### config.mk
export PLATFORM = sky130hd
export DESIGN_NAME = frame_loader
export DESIGN_NICKNAME = d
export VERILOG_FILES = /design/src/rtl/decode_pkg.sv /design/src/rtl/frame_bank_ctrl.sv /design/src/rtl/frame_loader.sv
export SDC_FILE = /design/constraint.sdc
export NUM_CORES = 1
export LEC_CHECK = 0
export BUFFER_PORTS_ARGS = -buffer_cell sky130_fd_sc_hd__buf_2
export CAP_MARGIN = 20
export CORE_MARGIN = 3
export CORE_UTILIZATION = 47
export DETAILED_ROUTE_END_ITERATION = 10
export GPL_TIMING_DRIVEN = 0
export HOLD_SLACK_MARGIN = 0.15
export PLACE_DENSITY = 0.85
export SLEW_MARGIN = 25
export SYNTH_ARGS = -nofsm -noshare
export SYNTH_HDL_FRONTEND = slang
export SYNTH_HIERARCHICAL = 1
export SYNTH_SLANG_ARGS = --single-unit
### constraint.sdc
create_clock -name clk -period 2.06 [get_ports clk]
set_clock_uncertainty 0.2 [all_clocks]
set_input_delay 0.206 -clock clk [delete_from_list [all_inputs] [get_ports clk]]
set_output_delay 0.206 -clock clk [all_outputs]
set_load 0.03 [all_outputs]
### src/rtl/decode_pkg.sv
// Shared definitions for the decoder frame path: bank indices, a constant
// ceil-log2 helper and the legal-range test for the frame length.
package decode_pkg;

    localparam logic BANK0 = 1'b0;
    localparam logic BANK1 = 1'b1;

    // Smallest r with 2**r >= value (0 for value <= 1).
    function automatic int clog2(input int value);
        int r;
        for (r = 0; (1 << r) < value; r++) begin
        end
        return r;
    endfunction

    // A frame must hold at least two symbols and fit inside one bank.
    function automatic bit frame_len_ok(input int len, input int asize);
        return (len >= 2) && (len <= (1 << (asize - 1)));
    endfunction

endpackage

### src/rtl/frame_bank_ctrl.sv
// Ping-pong bank bookkeeping shared by the writer and the read stage.
// A bank is "full" from its last write until the consumer releases it, and
// "ready" (published) one cycle after its last write so that the write has
// committed to the RAM before any read can be issued.
module frame_bank_ctrl
    import decode_pkg::*;
(
    input  logic       clk,
    input  logic       rst_n,
    input  logic       close_i,
    input  logic       close_bank_i,
    input  logic       done_i,
    output logic [1:0] bank_full_o,
    output logic [1:0] bank_full_nxt_o,
    output logic       frm_valid_o,
    output logic       frm_bank_o
);

    logic [1:0] full_q, full_d;
    logic [1:0] rdy_q, rdy_d;
    logic       rd_bank_q, rd_bank_d;
    logic       pend_q, pend_d;
    logic       pend_bank_q, pend_bank_d;
    logic       rel;

    // A release is honoured only while the presented bank is published.
    assign rel = done_i && rdy_q[rd_bank_q];

    // Next state: close, delayed publish and release touch disjoint banks,
    // because a bank being closed or pending is never published yet.
    always_comb begin
        full_d      = full_q;
        rdy_d       = rdy_q;
        rd_bank_d   = rd_bank_q;
        pend_d      = close_i;
        pend_bank_d = pend_bank_q;

        if (close_i) begin
            full_d[close_bank_i] = 1'b1;
            pend_bank_d          = close_bank_i;
        end

        if (pend_q) begin
            rdy_d[pend_bank_q] = 1'b1;
        end

        if (rel) begin
            full_d[rd_bank_q] = 1'b0;
            rdy_d[rd_bank_q]  = 1'b0;
            rd_bank_d         = (rd_bank_q == BANK0) ? BANK1 : BANK0;
        end
    end

    // Bank flag registers.
    always_ff @(posedge clk or negedge rst_n) begin
        if (!rst_n) begin
            full_q      <= 2'b00;
            rdy_q       <= 2'b00;
            rd_bank_q   <= BANK0;
            pend_q      <= 1'b0;
            pend_bank_q <= BANK0;
        end else begin
            full_q      <= full_d;
            rdy_q       <= rdy_d;
            rd_bank_q   <= rd_bank_d;
            pend_q      <= pend_d;
            pend_bank_q <= pend_bank_d;
        end
    end

    assign bank_full_o     = full_q;
    assign bank_full_nxt_o = full_d;
    assign frm_valid_o     = rdy_q[rd_bank_q];
    assign frm_bank_o      = rd_bank_q;

endmodule

### src/rtl/frame_loader.sv
// Frame writer: turns a valid/ready symbol stream into fixed-length frames
// written into alternating halves (banks) of the frame RAM. Frame boundaries
// come from the beat count alone; s_last is only cross-checked and any
// disagreement is flagged on err_len.
module frame_loader
    import decode_pkg::*;
#(
    parameter int DSIZE     = 8,
    parameter int ASIZE     = 10,
    parameter int FRAME_LEN = 256
) (
    input  logic             clk,
    input  logic             rst_n,
    input  logic [DSIZE-1:0] s_data,
    input  logic             s_valid,
    input  logic             s_last,
    output logic             s_ready,
    output logic [ASIZE-1:0] addrc,
    output logic [DSIZE-1:0] dinc,
    output logic             wec,
    output logic             frm_valid,
    output logic             frm_bank,
    input  logic             frm_done,
    output logic             err_len
);

    localparam int CW = (clog2(FRAME_LEN) < 1) ? 1 : clog2(FRAME_LEN);
    localparam int AW = ASIZE - 1;

    generate
        if (!frame_len_ok(FRAME_LEN, ASIZE)) begin : g_bad_frame_len
            $error("frame_loader: FRAME_LEN must be in 2 .. 2**(ASIZE-1)");
        end
    endgenerate

    logic [CW-1:0]    wr_cnt_q, wr_cnt_d;
    logic             wr_bank_q, wr_bank_d;
    logic             s_ready_q, s_ready_d;
    logic             wec_q, wec_d;
    logic [ASIZE-1:0] addrc_q, addrc_d;
    logic [DSIZE-1:0] dinc_q, dinc_d;
    logic             err_q, err_d;

    logic             acc;
    logic             at_end;
    logic             close;
    logic [AW-1:0]    cnt_ext;
    logic [1:0]       bank_full;
    logic [1:0]       bank_full_nxt;

    assign acc     = s_valid && s_ready_q;
    assign at_end  = (wr_cnt_q == CW'(FRAME_LEN - 1));
    assign close   = acc && at_end;
    assign cnt_ext = AW'(wr_cnt_q);

    frame_bank_ctrl u_bank_ctrl (
        .clk             (clk),
        .rst_n           (rst_n),
        .close_i         (close),
        .close_bank_i    (wr_bank_q),
        .done_i          (frm_done),
        .bank_full_o     (bank_full),
        .bank_full_nxt_o (bank_full_nxt),
        .frm_valid_o     (frm_valid),
        .frm_bank_o      (frm_bank)
    );

    // Writer next state: count position, bank flip, RAM port and length check.
    // s_ready looks at the next bank's next fullness so a release seen this
    // cycle reopens a stalled writer on the following cycle.
    always_comb begin
        wr_cnt_d  = wr_cnt_q;
        wr_bank_d = wr_bank_q;
        wec_d     = acc;
        addrc_d   = addrc_q;
        dinc_d    = dinc_q;
        err_d     = 1'b0;

        if (acc) begin
            addrc_d = {wr_bank_q, cnt_ext};
            dinc_d  = s_data;
            err_d   = (s_last != at_end);
            if (at_end) begin
                wr_cnt_d  = '0;
                wr_bank_d = ~wr_bank_q;
            end else begin
                wr_cnt_d = wr_cnt_q + CW'(1);
            end
        end

        s_ready_d = !bank_full_nxt[wr_bank_d];
    end

    // Writer registers; reset discards any partial frame.
    always_ff @(posedge clk or negedge rst_n) begin
        if (!rst_n) begin
            wr_cnt_q  <= '0;
            wr_bank_q <= BANK0;
            s_ready_q <= 1'b0;
            wec_q     <= 1'b0;
            addrc_q   <= '0;
            dinc_q    <= '0;
            err_q     <= 1'b0;
        end else begin
            wr_cnt_q  <= wr_cnt_d;
            wr_bank_q <= wr_bank_d;
            s_ready_q <= s_ready_d;
            wec_q     <= wec_d;
            addrc_q   <= addrc_d;
            dinc_q    <= dinc_d;
            err_q     <= err_d;
        end
    end

    assign s_ready = s_ready_q;
    assign wec     = wec_q;
    assign addrc   = addrc_q;
    assign dinc    = dinc_q;
    assign err_len = err_q;

    // The partial-state view of the full flags is not needed by the writer
    // beyond s_ready; keep it observable for the read stage hookup.
    logic unused_full;
    assign unused_full = ^bank_full;

endmodule

==> metrics.csv, run 1 <==
metric,value,unit
DR vias/cell,5.09,
Final Core Density,65.4,%
"Top FF cell, synth",dfrtp_1,
"Req. time, crit path",2.10,ns
Avg WL per Cell,12.8,um
first-pass iteration count of the detailed router,4,
cell row count,20,
Max VDD drop,0.987,mV
vias in the first global route,1155,
setup violators final,0,
Post-synth EDFFs,0,
Final HPWL DP,1.98,mm
FF-to-FF setup slack,0.10,ns
"Hold Vio Cnt, Final",0,
"CTS clk-pin slew, worst paths",0.10,ns
final worst path period share,95.0,%
number of diodes,0,
synth unique cells,35,
Crit path top cell by count,nor2b_1,
crit path max-delay cell type,dfrtp_1,
"FF+latch count, synth",36,
I/O pins,36,
die height,63.1,um
Leakage,0.938,nW
Area growth syn-to-layout,31.5,%
DP Area,1760,sq um
first-pass GRT wire length,5.13,mm
Placeable Area,3080,sq um
family with the most delay on the worst path,compound AO/OA/AOI/OAI gates,
Placed Cells,198,
CP Cell Sequence,ha_2 > nand3_4 > nor3_4 > nor2b_1 > o22a_2 > nor2b_1 > o32a_1 > a311oi_2,
DRT antenna net count,0,
r2r startpoint,wr_cnt_q[0],
DRT iter0 DRCs,33,
GPL Wtd Cong,0.811,
nets@finish,195,
Critical Path Sink Type,flip-flop,
die area,3980,sq um
layout cell share with drive strength beyond 1,43.4,%
R2R cell count,8,
IO buf count,34,
total CTS buffers,5,
"Async S/R FF share, synth",100,%
area of the multi-input gates,609,sq um
most frequent cells in the layout,"buf_2, dfrtp_1, mux2_2",
initial antenna violation count,0,
CTS tree,yes,
Final Power,2.61,mW
Routed Wire Length,2.90,mm
reg-to-reg endpoint,s_ready,
via count,1151,
largest net degree at the start of global routing,37,
Post-Syn Area per Cell,12.8,sq um
Hold WC Path Type,in -> async,
worst setup path class,reg -> reg,
Synth Net Count,134,
drc violations,0,
setup TNS,0,ns
PwrDens,1300,nW/um^2
Min Hold Slack,0.275,ns
Final WS setup,0.102,ns
status,completed,
critical path arrival,2.00,ns
Final Instance Count excl. Fillers,226,
"most common cell after layout, fill and taps aside",buf_2,
max cap viols,0,
"Slew Viols, Final",0,
clk sink count,36,
pre-CTS setup slack,-0.129,ns
Cells after Synth,120,
RSZ-0062 raised after global routing,no,
gr ovfl total,0,
fin crit period,1.96,ns
FF+latch area,902,sq um
worst skew pair latency,0.33,ns
max incr delay on CP,0.40,ns
Die X,63.1,um
root buf cell,clkbuf_4,
synthesized area,1530,sq um
final instance area,2010,sq um
Slew @ Worst Pin,0.781,ns
relative slew slack,47.9,%
Clock Tree Buf Depth,2,
fill cell count,222,
GRT Total Usage,16.1,%
Critical Path Source Type,flip-flop,
Peak Freq,0.511,GHz
critical path buffer and inverter count,0,
H-tree Lvls,2,
Crit Path Max Fanout,5,
number of synthesis warnings,6,
initial core utilization,49.7,%
"Seq/Total Area, Yosys",58.9,%
## Yosys cell counts, types with 2 or more instances
| cell | instances | area (sq um) |
|---|---|---|
| a21oi_1 | 5 | 25.0 |
| buf_2 | 2 | 10.0 |
| dfrtp_1 | 36 | 901 |
| inv_1 | 5 | 18.8 |
| mux2_2 | 17 | 191 |
| nand2_1 | 9 | 33.8 |
| nand2b_1 | 2 | 12.5 |
| nand3_1 | 3 | 15.0 |
| nor2_1 | 5 | 18.8 |
| nor2b_1 | 2 | 12.5 |
| nor3_1 | 2 | 10.0 |
| o21ai_0 | 4 | 20.0 |
| o31ai_1 | 2 | 15.0 |
| or4_1 | 3 | 22.5 |
| xnor2_1 | 2 | 17.5 |
| xor2_1 | 2 | 17.5 |
## how the worst max path moves through the flow
stage                start      end  slack (ns)  cells past startpoint
2_1_floorplan      s_ready  s_ready        0.04                      7
3_3_place_gp   wr_cnt_q[0]  s_ready       -0.07                      8
3_5_place_dp   wr_cnt_q[0]  s_ready       -0.13                      8
4_1_cts        wr_cnt_q[1]  s_ready        0.02                      8
5_1_grt        wr_cnt_q[0]  s_ready        0.02                      8
6_report       wr_cnt_q[0]  s_ready        0.10                      8
## worst reg2reg max path: stages, from the launching register on
cell and delay, ns:
dfrtp_1 0.40, ha_2 0.21, nand3_4 0.12, nor3_4 0.06
nor2b_1 0.13, o22a_2 0.23, nor2b_1 0.13, o32a_1 0.17
a311oi_2 0.23
## power breakdown
part / switching, mW / internal (mW) / total (mW)
Combinational: 0.659 / 0.438 / 1.10
Sequential: 0.194 / 0.933 / 1.13
Clock: 0.214 / 0.168 / 0.382
Total: 1.07 / 1.54 / 2.61
## metal layers
| layer | track usage (%) | vias to the layer above | share of wire (%) |
|---|---|---|---|
| li1 | - | 548 | - |
| met1 | 19.3 | 556 | 41 |
| met2 | 27.0 | 43 | 50 |
| met3 | 6.60 | 4 | 7.8 |
| met4 | 3.31 | 0 | 0.72 |
| met5 | 0 | - | 0 |
## cell type report
cell class | count | share of cell area, %
timing repair buffer | 54 | 17.4
clock buffer | 8 | 2.92
inverter | 5 | 0.933
sequential | 36 | 44.8
tap | 44 | 2.74
buffer | 3 | 0.871
multi-input combinational | 76 | 30.3
## flip-flops by register name, summed over array words and instances, names as in the netlist
signal,flops
u_bank_ctrl/bank_full_o,2
u_bank_ctrl/pend_q,1
dinc,8
wec,1
u_bank_ctrl/rdy_q,2
s_ready,1
addrc,9
u_bank_ctrl/pend_bank_q,1
wr_bank_q,1
err_len,1
wr_cnt_q,8
u_bank_ctrl/frm_bank_o,1
## what timing repair did
item / in CTS / in global routing
pin swaps: 1 / 1
hold buffers: 12 / 0
setup buffers: 3 / 5
endpoints found under the hold margin: 56 / 0
gates resized for setup: 1 / 3
endpoints found under the setup margin: 1 / 1
## kinds of logic after synthesis
family	count (synthesis)	share of synthesized area [%]
DFF	36	58.9
AOI/OAI and AO/OA	17	7.85
and+or+nand+nor	36	15.0
xor gates and xnor gates	4	2.29
other	1	0.245
buffers and inverters	8	2.37
adders and majority gates	1	0.818
muxes	17	12.5
Note: power is estimated with default switching activity, not from simulation.
==> run 2, diff against run 1 <==
--- a/config.mk
+++ b/config.mk
@@ -8,11 +8,12 @@
 export BUFFER_PORTS_ARGS = -buffer_cell sky130_fd_sc_hd__buf_2
 export CAP_MARGIN = 20
 export CORE_MARGIN = 3
-export CORE_UTILIZATION = 47
+export CORE_UTILIZATION = 49
+export CTS_BUF_LIST = sky130_fd_sc_hd__clkbuf_2 sky130_fd_sc_hd__clkbuf_4 sky130_fd_sc_hd__clkbuf_8
 export DETAILED_ROUTE_END_ITERATION = 10
 export GPL_TIMING_DRIVEN = 0
 export HOLD_SLACK_MARGIN = 0.15
-export PLACE_DENSITY = 0.85
+export PLACE_DENSITY = 0.88
 export SLEW_MARGIN = 25
 export SYNTH_ARGS = -nofsm -noshare
 export SYNTH_HDL_FRONTEND = slang
==> metrics.csv, run 2 (same netlist as run 1, synthesis figures left out) <==
metric,value,unit,change
status,completed,,
"Hold Vio Cnt, Final",0,,unchanged
via count,1159,,+0.70%
die height,61.9,um,-1.9%
largest net degree at the start of global routing,37,,unchanged
number of diodes,0,,unchanged
first-pass GRT wire length,5.26,mm,+2.6%
max reg flops,9,,unchanged
IO buf count,34,,unchanged
fin crit period,2.00,ns,+0.0395 ns
Die X,61.9,um,-1.9%
gr ovfl total,0,,unchanged
Final Core Density,71.0,%,+5.6 points
pre-CTS setup slack,-0.210,ns,-0.0810 ns
Crit Path Max Fanout,5,,unchanged
root buf cell,clkbuf_4,,
critical path arrival,2.06,ns,+0.06 ns
die area,3830,sq um,-3.7%
GPL Wtd Cong,0.867,,+6.9%
GRT Total Usage,19.3,%,+3.2 points
drc violations,0,,unchanged
I/O pins,36,,unchanged
Critical Path Source Type,flip-flop,,
DP Area,1750,sq um,-0.14%
PwrDens,1310,nW/um^2,+0.87%
max cap viols,0,,unchanged
CTS tree,yes,,
Area growth syn-to-layout,33.4,%,
Critical Path Sink Type,flip-flop,,
initial core utilization,53.2,%,+3.5 points
Placeable Area,2880,sq um,-6.5%
DRT antenna net count,0,,unchanged
final worst path period share,97.0,%,+1.9 points
"Req. time, crit path",2.12,ns,+0.02 ns
"Slew Viols, Final",0,,unchanged
worst skew pair latency,0.35,ns,+0.02 ns
Slew @ Worst Pin,0.775,ns,-0.00633 ns
"CTS clk-pin slew, worst paths",0.11,ns,about the same
Leakage,0.958,nW,+2.1%
FF-to-FF setup slack,0.06,ns,-0.04 ns
clk sink count,36,,unchanged
nets@finish,197,,+1.0%
initial antenna violation count,0,,unchanged
Final HPWL DP,2.12,mm,+7.1%
worst setup path class,reg -> reg,,
total CTS buffers,5,,unchanged
Routed Wire Length,3.15,mm,+8.5%
Clock Tree Buf Depth,2,,unchanged
Hold WC Path Type,in -> async,,
layout cell share with drive strength beyond 1,45.7,%,+2.2 points
final instance area,2040,sq um,+1.5%
first-pass iteration count of the detailed router,4,,unchanged
H-tree Lvls,2,,unchanged
Min Hold Slack,0.265,ns,-0.00995 ns
Avg WL per Cell,13.9,um,+8.5%
Final WS setup,0.0626,ns,-0.0395 ns
vias in the first global route,1219,,+5.5%
DRT iter0 DRCs,29,,-12%
Max VDD drop,0.833,mV,-16%
most frequent cells in the layout,"buf_2, dfrtp_1, mux2_2",,
setup violators final,0,,unchanged
DR vias/cell,5.13,,+0.70%
cell row count,19,,-5.0%
Peak Freq,0.501,GHz,-2.0%
relative slew slack,48.4,%,+0.42 points
==> run 2: cell types whose count changed in the layout (fill, tap and decap cells not counted) <==
| cell | previous run | this run |
|---|---|---|
| buf_4 | 9 | 11 |
| clkbuf_1 | 2 | 0 |
| clkinv_2 | 0 | 2 |
| dfrtp_1 | 35 | 36 |
| dfrtp_2 | 1 | 0 |
| ha_2 | 1 | 0 |
| ha_4 | 0 | 1 |
| nor2_1 | 5 | 4 |
| nor2_2 | 0 | 1 |
| nor2b_1 | 2 | 0 |
| nor2b_2 | 0 | 1 |
| nor2b_4 | 0 | 1 |
| nor4_1 | 0 | 1 |
| nor4_2 | 1 | 0 |
==> run 2: area by class of cell <==
cell class / instances / area (sq um)
well taps: 42 / 52.6
fillers: 193 / 835
multi-input cells: 76 / 626
flip-flops and latches: 36 / 901
clock buffers: 6 / 51.3
plain buffers: 3 / 17.5
inverters: 5 / 18.8
repair buffers: 56 / 365
clock inverters: 2 / 10.0
==> run 2: per-stage QoR <==
stage | setup TNS, ns | total power, mW | instances
5_1_grt | -0.0536 | 2.85 | 226
3_5_place_dp | -0.210 | 2.15 | 196
6_report | 0 | 2.67 | 226
3_3_place_gp | -0.0947 | 2.09 | 196
4_1_cts | 0 | 2.60 | 220
2_1_floorplan | 0 | 1.84 | 120
==> run 2: routing by layer <==
metal / part of all wire [%] / global-route usage, % / vias up
met5: 0 / 0 / -
met4: 1.7 / 6.36 / 0
met3: 5.5 / 7.64 / 6
met2: 52 / 35.4 / 40
met1: 40 / 19.8 / 563
li1: - / - / 550
==> run 2: what timing repair did <==
action | CTS | global route
hold buffers | 12 | 0
pin swaps | 1 | 2
endpoints found under the setup margin | 1 | 1
hold endpoints to repair | 57 | 0
setup buffers | 4 | 6
resized for setup | 1 | 6
==> run 2: power by group <==
part	switching, mW	internal, mW
sequential	0.220	0.931
clock	0.231	0.162
combinational	0.661	0.462
==> run 2: final timing paths <==
check	startpoint	to	cells past startpoint
min reg2reg	addrc[4]	addrc[4]	2
max reg2reg	wr_cnt_q[0]	s_ready	8
min in group clk	addrc[4]	addrc[4]	2
max	wr_cnt_q[0]	s_ready	8
max in group asynchronous	rst_n	dinc[5]	2
min	rst_n	wr_cnt_q[6]	2
==> run 2: worst max-delay path, cell delays in order (launching register included) <==
cell      delay (ns)
dfrtp_1         0.43
ha_4            0.19
nand3_4         0.09
nor3_4          0.07
nor2b_4         0.12
o22a_2          0.23
nor2b_2         0.16
o32a_1          0.18
a311oi_2        0.25
